--- config.mk ---
export PLATFORM = sky130hd
export DESIGN_NAME = bitop_seq_core
export DESIGN_NICKNAME = d
export VERILOG_FILES = /design/src/rtl/bitop_seq_core.sv
export SDC_FILE = /design/constraint.sdc
export NUM_CORES = 1
export LEC_CHECK = 0
export CELL_PAD_IN_SITES_DETAIL_PLACEMENT = 1
export CELL_PAD_IN_SITES_GLOBAL_PLACEMENT = 2
export CORE_MARGIN = 2
export CORE_UTILIZATION = 33
export DETAILED_ROUTE_END_ITERATION = 6
export PLACE_DENSITY_LB_ADDON = 0.25
export SLEW_MARGIN = 20
export SYNTH_ARGS = -nofsm -noshare
export SYNTH_HDL_FRONTEND = slang
export SYNTH_SLANG_ARGS = --single-unit
--- constraint.sdc ---
create_clock -name clk_i -period 3.1 [get_ports clk_i]
set_input_delay 0.62 -clock clk_i [delete_from_list [all_inputs] [get_ports clk_i]]
set_output_delay 0.62 -clock clk_i [all_outputs]
set_load 0.005 [all_outputs]
--- src/rtl/bitop_seq_core.sv ---
// Multi-cycle bitwise logic core: one ChunkWidth slice of the result per RUN cycle, LSB chunk first.
// Optional running-parity output enabled by defining BITOP_SEQ_CORE_PARITY_EN.
module bitop_seq_core #(
  parameter int Width      = 32,
  parameter int ChunkWidth = 8
) (
  input  logic             clk_i,
  input  logic             rst_i,
  input  logic             start_i,
  input  logic [1:0]       op_i,
  input  logic [Width-1:0] in0_i,
  input  logic [Width-1:0] in1_i,
  output logic [Width-1:0] out_o,
  output logic             ready_o,
  output logic             busy_o,
  output logic             done_o
`ifdef BITOP_SEQ_CORE_PARITY_EN
  ,
  output logic             parity_o
`endif
);

  localparam int NumChunks = Width / ChunkWidth;
  localparam int CntW      = (NumChunks > 1) ? $clog2(NumChunks) : 1;

  if ((ChunkWidth > Width) || ((Width % ChunkWidth) != 0)) begin : g_bad_cfg
    $error("bitop_seq_core: Width must be a non-zero multiple of ChunkWidth");
  end

  typedef enum logic [1:0] {
    ST_IDLE,
    ST_RUN,
    ST_DONE
  } state_t;

  state_t           state_reg;
  logic [Width-1:0] in0_reg;
  logic [Width-1:0] in1_reg;
  logic [1:0]       op_reg;
  logic [CntW-1:0]  cnt_reg;
  logic [Width-1:0] out_reg;
  logic             ready_reg;
  logic             busy_reg;
  logic             done_reg;

  logic [Width-1:0] res_full;
  logic [Width-1:0] out_next;
  logic             last_chunk;

  always_comb begin
    res_full = '0;
    case (op_reg)
      2'd0:    res_full = in0_reg & in1_reg;
      2'd1:    res_full = in0_reg | in1_reg;
      2'd2:    res_full = in0_reg ^ in1_reg;
      default: res_full = in0_reg & ~in1_reg;
    endcase
  end

  // Only the chunk addressed by the counter takes the new value; others hold.
  for (genvar gi = 0; gi < NumChunks; gi++) begin : g_chunk
    assign out_next[gi*ChunkWidth +: ChunkWidth] =
      ((state_reg == ST_RUN) && (cnt_reg == CntW'(gi))) ?
        res_full[gi*ChunkWidth +: ChunkWidth] : out_reg[gi*ChunkWidth +: ChunkWidth];
  end

  assign last_chunk = (cnt_reg == CntW'(NumChunks - 1));

`ifdef BITOP_SEQ_CORE_PARITY_EN
  logic                 parity_reg;
  logic [NumChunks-1:0] par_sel_vec;
  logic                 cur_par;

  for (genvar gi = 0; gi < NumChunks; gi++) begin : g_par
    assign par_sel_vec[gi] = (cnt_reg == CntW'(gi)) & (^res_full[gi*ChunkWidth +: ChunkWidth]);
  end
  assign cur_par = |par_sel_vec;

  always_ff @(posedge clk_i) begin
    if (rst_i) begin
      parity_reg <= 1'b0;
    end else if ((state_reg != ST_RUN) && start_i) begin
      parity_reg <= 1'b0;
    end else if (state_reg == ST_RUN) begin
      parity_reg <= parity_reg ^ cur_par;
    end
  end

  assign parity_o = parity_reg;
`endif

  always_ff @(posedge clk_i) begin
    if (rst_i) begin
      state_reg <= ST_IDLE;
      in0_reg   <= '0;
      in1_reg   <= '0;
      op_reg    <= 2'd0;
      cnt_reg   <= '0;
      out_reg   <= '0;
      ready_reg <= 1'b1;
      busy_reg  <= 1'b0;
      done_reg  <= 1'b0;
    end else begin
      done_reg <= 1'b0;
      case (state_reg)
        ST_RUN: begin
          out_reg <= out_next;
          if (last_chunk) begin
            state_reg <= ST_DONE;
            cnt_reg   <= '0;
            done_reg  <= 1'b1;
            ready_reg <= 1'b1;
            busy_reg  <= 1'b0;
          end else begin
            cnt_reg <= cnt_reg + CntW'(1);
          end
        end
        default: begin
          // IDLE and DONE both accept a new request.
          if (start_i) begin
            state_reg <= ST_RUN;
            in0_reg   <= in0_i;
            in1_reg   <= in1_i;
            op_reg    <= op_i;
            cnt_reg   <= '0;
            out_reg   <= '0;
            ready_reg <= 1'b0;
            busy_reg  <= 1'b1;
          end else begin
            state_reg <= ST_IDLE;
            ready_reg <= 1'b1;
            busy_reg  <= 1'b0;
          end
        end
      endcase
    end
  end

  assign out_o   = out_reg;
  assign ready_o = ready_reg;
  assign busy_o  = busy_reg;
  assign done_o  = done_reg;

endmodule

== After elaboration in Yosys (flattened, before gate mapping) ==
Cells that the tools add are included.

* Reduce and logical (&&, ||, !) cells: 13
* Mux-type cells: 20
* Equal/unequal tests: 11
* Bitwise logic cells: 6
* $add $sub $neg: 1

{| class="wikitable"
|+ Operator list
! cell !! count
|-
| $pmux W32 S3 || 1
|-
| $and A32 B32 Y32 || 2
|-
| $mux W32 || 2
|-
| $mux W8 || 4
|-
| $not A32 Y32 || 1
|-
| $or A32 B32 Y32 || 1
|-
| $xor A32 B32 Y32 || 1
|-
| $mux W2 || 5
|-
| $reduce_and A2 Y1 || 5
|-
| $mux W1 || 8
|-
| $eq A2 B1 Y1 const B || 3
|-
| $eq A2 B2 Y1 const B || 3
|-
| $ne A2 B1 Y1 const B || 3
|-
| $logic_and A1 B1 Y1 || 4
|-
| $logic_not A2 Y1 || 2
|-
| $ne A2 B2 Y1 const B || 2
|-
| $add A2 B1 Y2 const B || 1
|-
| $reduce_bool A2 Y1 || 1
|-
| $reduce_or A2 Y1 || 1
|-
| $not A1 Y1 || 1
|}

* Bits in registers: 105
* Output and inout port bits: 35

== Longest topological paths before layout ==
* Word-level depth: 5
* Mapped depth: 8

== Least setup slack after synthesis ==
OpenSTA, ideal clock, no wires.

* Kind: in2reg
* From: input start_i
* To: register in0_reg[21]
* Data arrival time: 1.424 ns
* Path slack: 1.544 ns
* Setup time: 0.132 ns
* Stages on the path: 6
* Required time: 2.968 ns
* Cell sequence: buf_2 -> inv_1 -> buf_2 -> buf_2 -> o21ai_0 -> a21oi_1

* Cells in the longest elaborated chain, start to end: 1

{| class="wikitable"
|+ Ends and longest elaborated chain
! item !! line !! source
|-
| start: declaration || 9 || <nowiki>input logic start_i,</nowiki>
|-
| $reduce_and A2 Y1 (no line) || n/a ||
|-
| end signal: assignment || 122 || <nowiki>in0_reg <= in0_i;</nowiki>
|-
| end: declaration || 37 || <nowiki>logic [Width-1:0] in0_reg;</nowiki>
|}

No other way between the ends.
A chain may end at the register's enable or synchronous reset.

==> impl_metrics.yaml <==
run_status:
  outcome: "finished, final reports clean"
synthesis:
  synth-seq-cells: 104
  synth_cell_type_count: 31
  async_reset_ff_share_pct: 0
  syn_area_per_cell_um2: 8.22
  synth_warnings: 0
  syn_area_um2: 5630
  synth.area.top_cells: "dfxtp_1, ha_1, a21oi_1"
  yosysTopAreaCellShare_pct: 37.0
  synth-seq-area-share_pct: 37.0
  synth_nets: 793
  synth_top_flop_cell: "dfxtp_1"
  synth_top_area_cell: "dfxtp_1"
  synth_edf_count: 0
  synth_cells: 685
pwr:
  p_sw_share_pct: 28.0
  intPower_uw: 2330
  pwr-share-seq_pct: 44.5
  p_leak_uw: 0.00250
  power.switching_uw: 905
  power_density_nw_per_um2: 457
  power_frac_comb_pct: 18.1
  ir_drop_v: 0.000203
  clkPwrFrac_pct: 37.3
final_layout:
  postLayoutCoreUtil_pct: 42.5
  syn2layout_area_growth_pct: 25.7
  final_layout_size_suffix_gt1_share_pct: 7.27
  final_common_cell: "dfxtp_1"
  fillerInstances: 1931
  diodes: 0
  mostFrequentLayoutCells: "dfxtp_1, clkdlybuf4s50_1, a21oi_1, nand3_1, inv_1"
  design_area_um2: 7080
  fin_nets: 860
floorplan:
  num_rows: 47
  chipHeight_um: 135
  coreArea_um2: 16600
  io_pins: 104
  die_area_um2: 18100
  start_util_pct: 33.8
  dieWidth_um: 135
sta:
  setup_viol: 0
  finalSetupTns_ns: 0
  tightest_slew_ns: 1.09
  drv_slew: 0
  grt_setup_unrepaired: "false"
  clock.fmax_mhz: 467
  period_needed_ns: 2.14
  post-route-period-util_pct: 69.1
  hold_slack_ns: 0.471
  skew_ns: 0.00669
  relSlewSlack_pct: 27.5
  hold_viol: 0
worst_hold_path:
  hold_end: "out_o[4]$_SDFFE_PP0P_"
  hold_class: "register to register"
  whs_path_depth: 1
  hp-start: "out_o[4]$_SDFFE_PP0P_"
setup_path:
  critPathArrivalTime_ns: 1.52
  reg2reg_depth: 3
  endpoint_kind: "output port"
  timing.rr.start: "state_reg[0]$_SDFFE_PP0P_"
  crit_chain: "clkdlybuf4s50_1"
  max_stage_delay_ns: 0.62
  path_max_fanout: 10
  crit_buf_inv: 1
  rrSetupSlack_ns: 0.97
  start_kind: "register"
  rr_endpoint: "out_o[17]$_SDFFE_PP0P_"
  worst_ep_required_time_ns: 2.48
  crit_type: "register to output port"
  critical-path-slowest-cell: "clkdlybuf4s50_1"
  cp_top_family: "buffers and inverters"
placement:
  dpl_cell_area_um2: 6770
  port-buffer-count: 103
  globalplace.congestion: 0.722
  dp_hpwl_um: 11200
routing:
  drtAntennaViolNets: 0
  drcViolationCount: 0
  drtIter0Drc: 212
  vias_per_cell: 5.21
  dr_total_vias: 5093
  dr.pass1.iters: 4
  wl_per_cell_um: 17.7
  finalWirelength_um: 17300
global_routing:
  top_usage_layer: "met2"
  overflow: 0
  grt_use_total_pct: 19.6
  antenna_found_initial: 0
  grt_use_met1_pct: 24.4
  grt_pass1_vias: 5494
  met2_usage_pct: 35.2
  grt_pass1_wl_um: 28300
  grt_max_degree: 70
  use_met3_pct: 2.89
clocking:
  clockRootBuffer: "clkbuf_16"
  cts_made_buffers: 9
  clk_pin_slew_ns: 0.07
  cts_hold_buf: 0
  clk_path_buf_depth: 2
  post_cts_buffers: 0
  ctsResizeCount: 0
  insertion_delay_ns: 0.36
  cts_tree: "built"
  cts_num_sinks: 104
  htree_levels: 3
job:
  drv_cap: 0
## area by class of cell
cell class / count / area [um^2] / area share (%)
Tap cell: 220 / 275 / 3.89
Sequential cell: 104 / 2080 / 29.4
Timing Repair Buffer: 113 / 1110 / 15.7
Inverter: 71 / 267 / 3.77
Clock buffer: 11 / 253 / 3.57
Multi-Input combinational cell: 453 / 3040 / 42.9
Clock inverter: 5 / 55.1 / 0.778
## cell families (layout without fill, tap and decap cells)
| logic type | after synthesis | in the layout | synth area share [%] |
|---|---|---|---|
| compound gates | 220 | 220 | 24.5 |
| simple gates | 162 | 162 | 15.6 |
| buf+inv | 128 | 200 | 9.29 |
| flops | 104 | 104 | 37.0 |
| fa+ha+maj | 39 | 39 | 8.67 |
| xor+xnor | 32 | 32 | 4.98 |
## power by group through the flow
stage	Combinational [uW]	Sequential, uW	Clock (uW)
after floorplan	373	1460	0
after detailed placement	592	1470	0
after global placement	565	1470	0
after CTS	596	1440	1240
final	587	1440	1210
after global routing	659	1450	1290
## synthesized netlist by cell type (all sizes together) (5+ instances only)
cell and count:
o21ai 66, a21oi 83, nand2b 29, a21o 17
nand2 34, dfxtp 104, clkbuf 27, nand3 83
a32o 16, a31o 16, o2bb2ai 16, inv 71
a211oi 5, xnor2 32, buf 30, ha 39
## worst register-to-register path: stages (launching register included)
cell and delay (ns):
dfxtp_1 0.55, nand2b_4 0.49, a211oi_2 0.84, o2bb2ai_1 0.19
## layer usage
| metal | routed length, um | vias up |
|---|---|---|
| met5 | 0 | - |
| met4 | 226 | 0 |
| met3 | 648 | 15 |
| met2 | 8510 | 82 |
| met1 | 7890 | 2495 |
| li1 | - | 2501 |
## worst max-delay path by stage
| stage | start | end | cells after the start |
|---|---|---|---|
| global route | state_reg[0]$_SDFFE_PP0P_ | out_o[6]$_SDFFE_PP0P_ | 3 |
| CTS | state_reg[0]$_SDFFE_PP0P_ | busy_o | 1 |
| floorplan | start_i | in0_reg[21]$_SDFFE_PP0P_ | 6 |
| finish | state_reg[0]$_SDFFE_PP0P_ | busy_o | 1 |
| detailed placement | start_i | in0_reg[8]$_SDFFE_PP0P_ | 4 |
| global placement | start_i | in1_reg[23]$_SDFFE_PP0P_ | 4 |
## metrics by stage
stage	cells	power, uW	setup WS, ns
global route	977	3400	0.771
CTS	977	3280	0.949
finish	977	3230	0.959
detailed placement	961	2060	0.762
global placement	961	2030	0.831
floorplan	685	1830	1.54
Note: power is estimated with default switching activity, not from simulation.
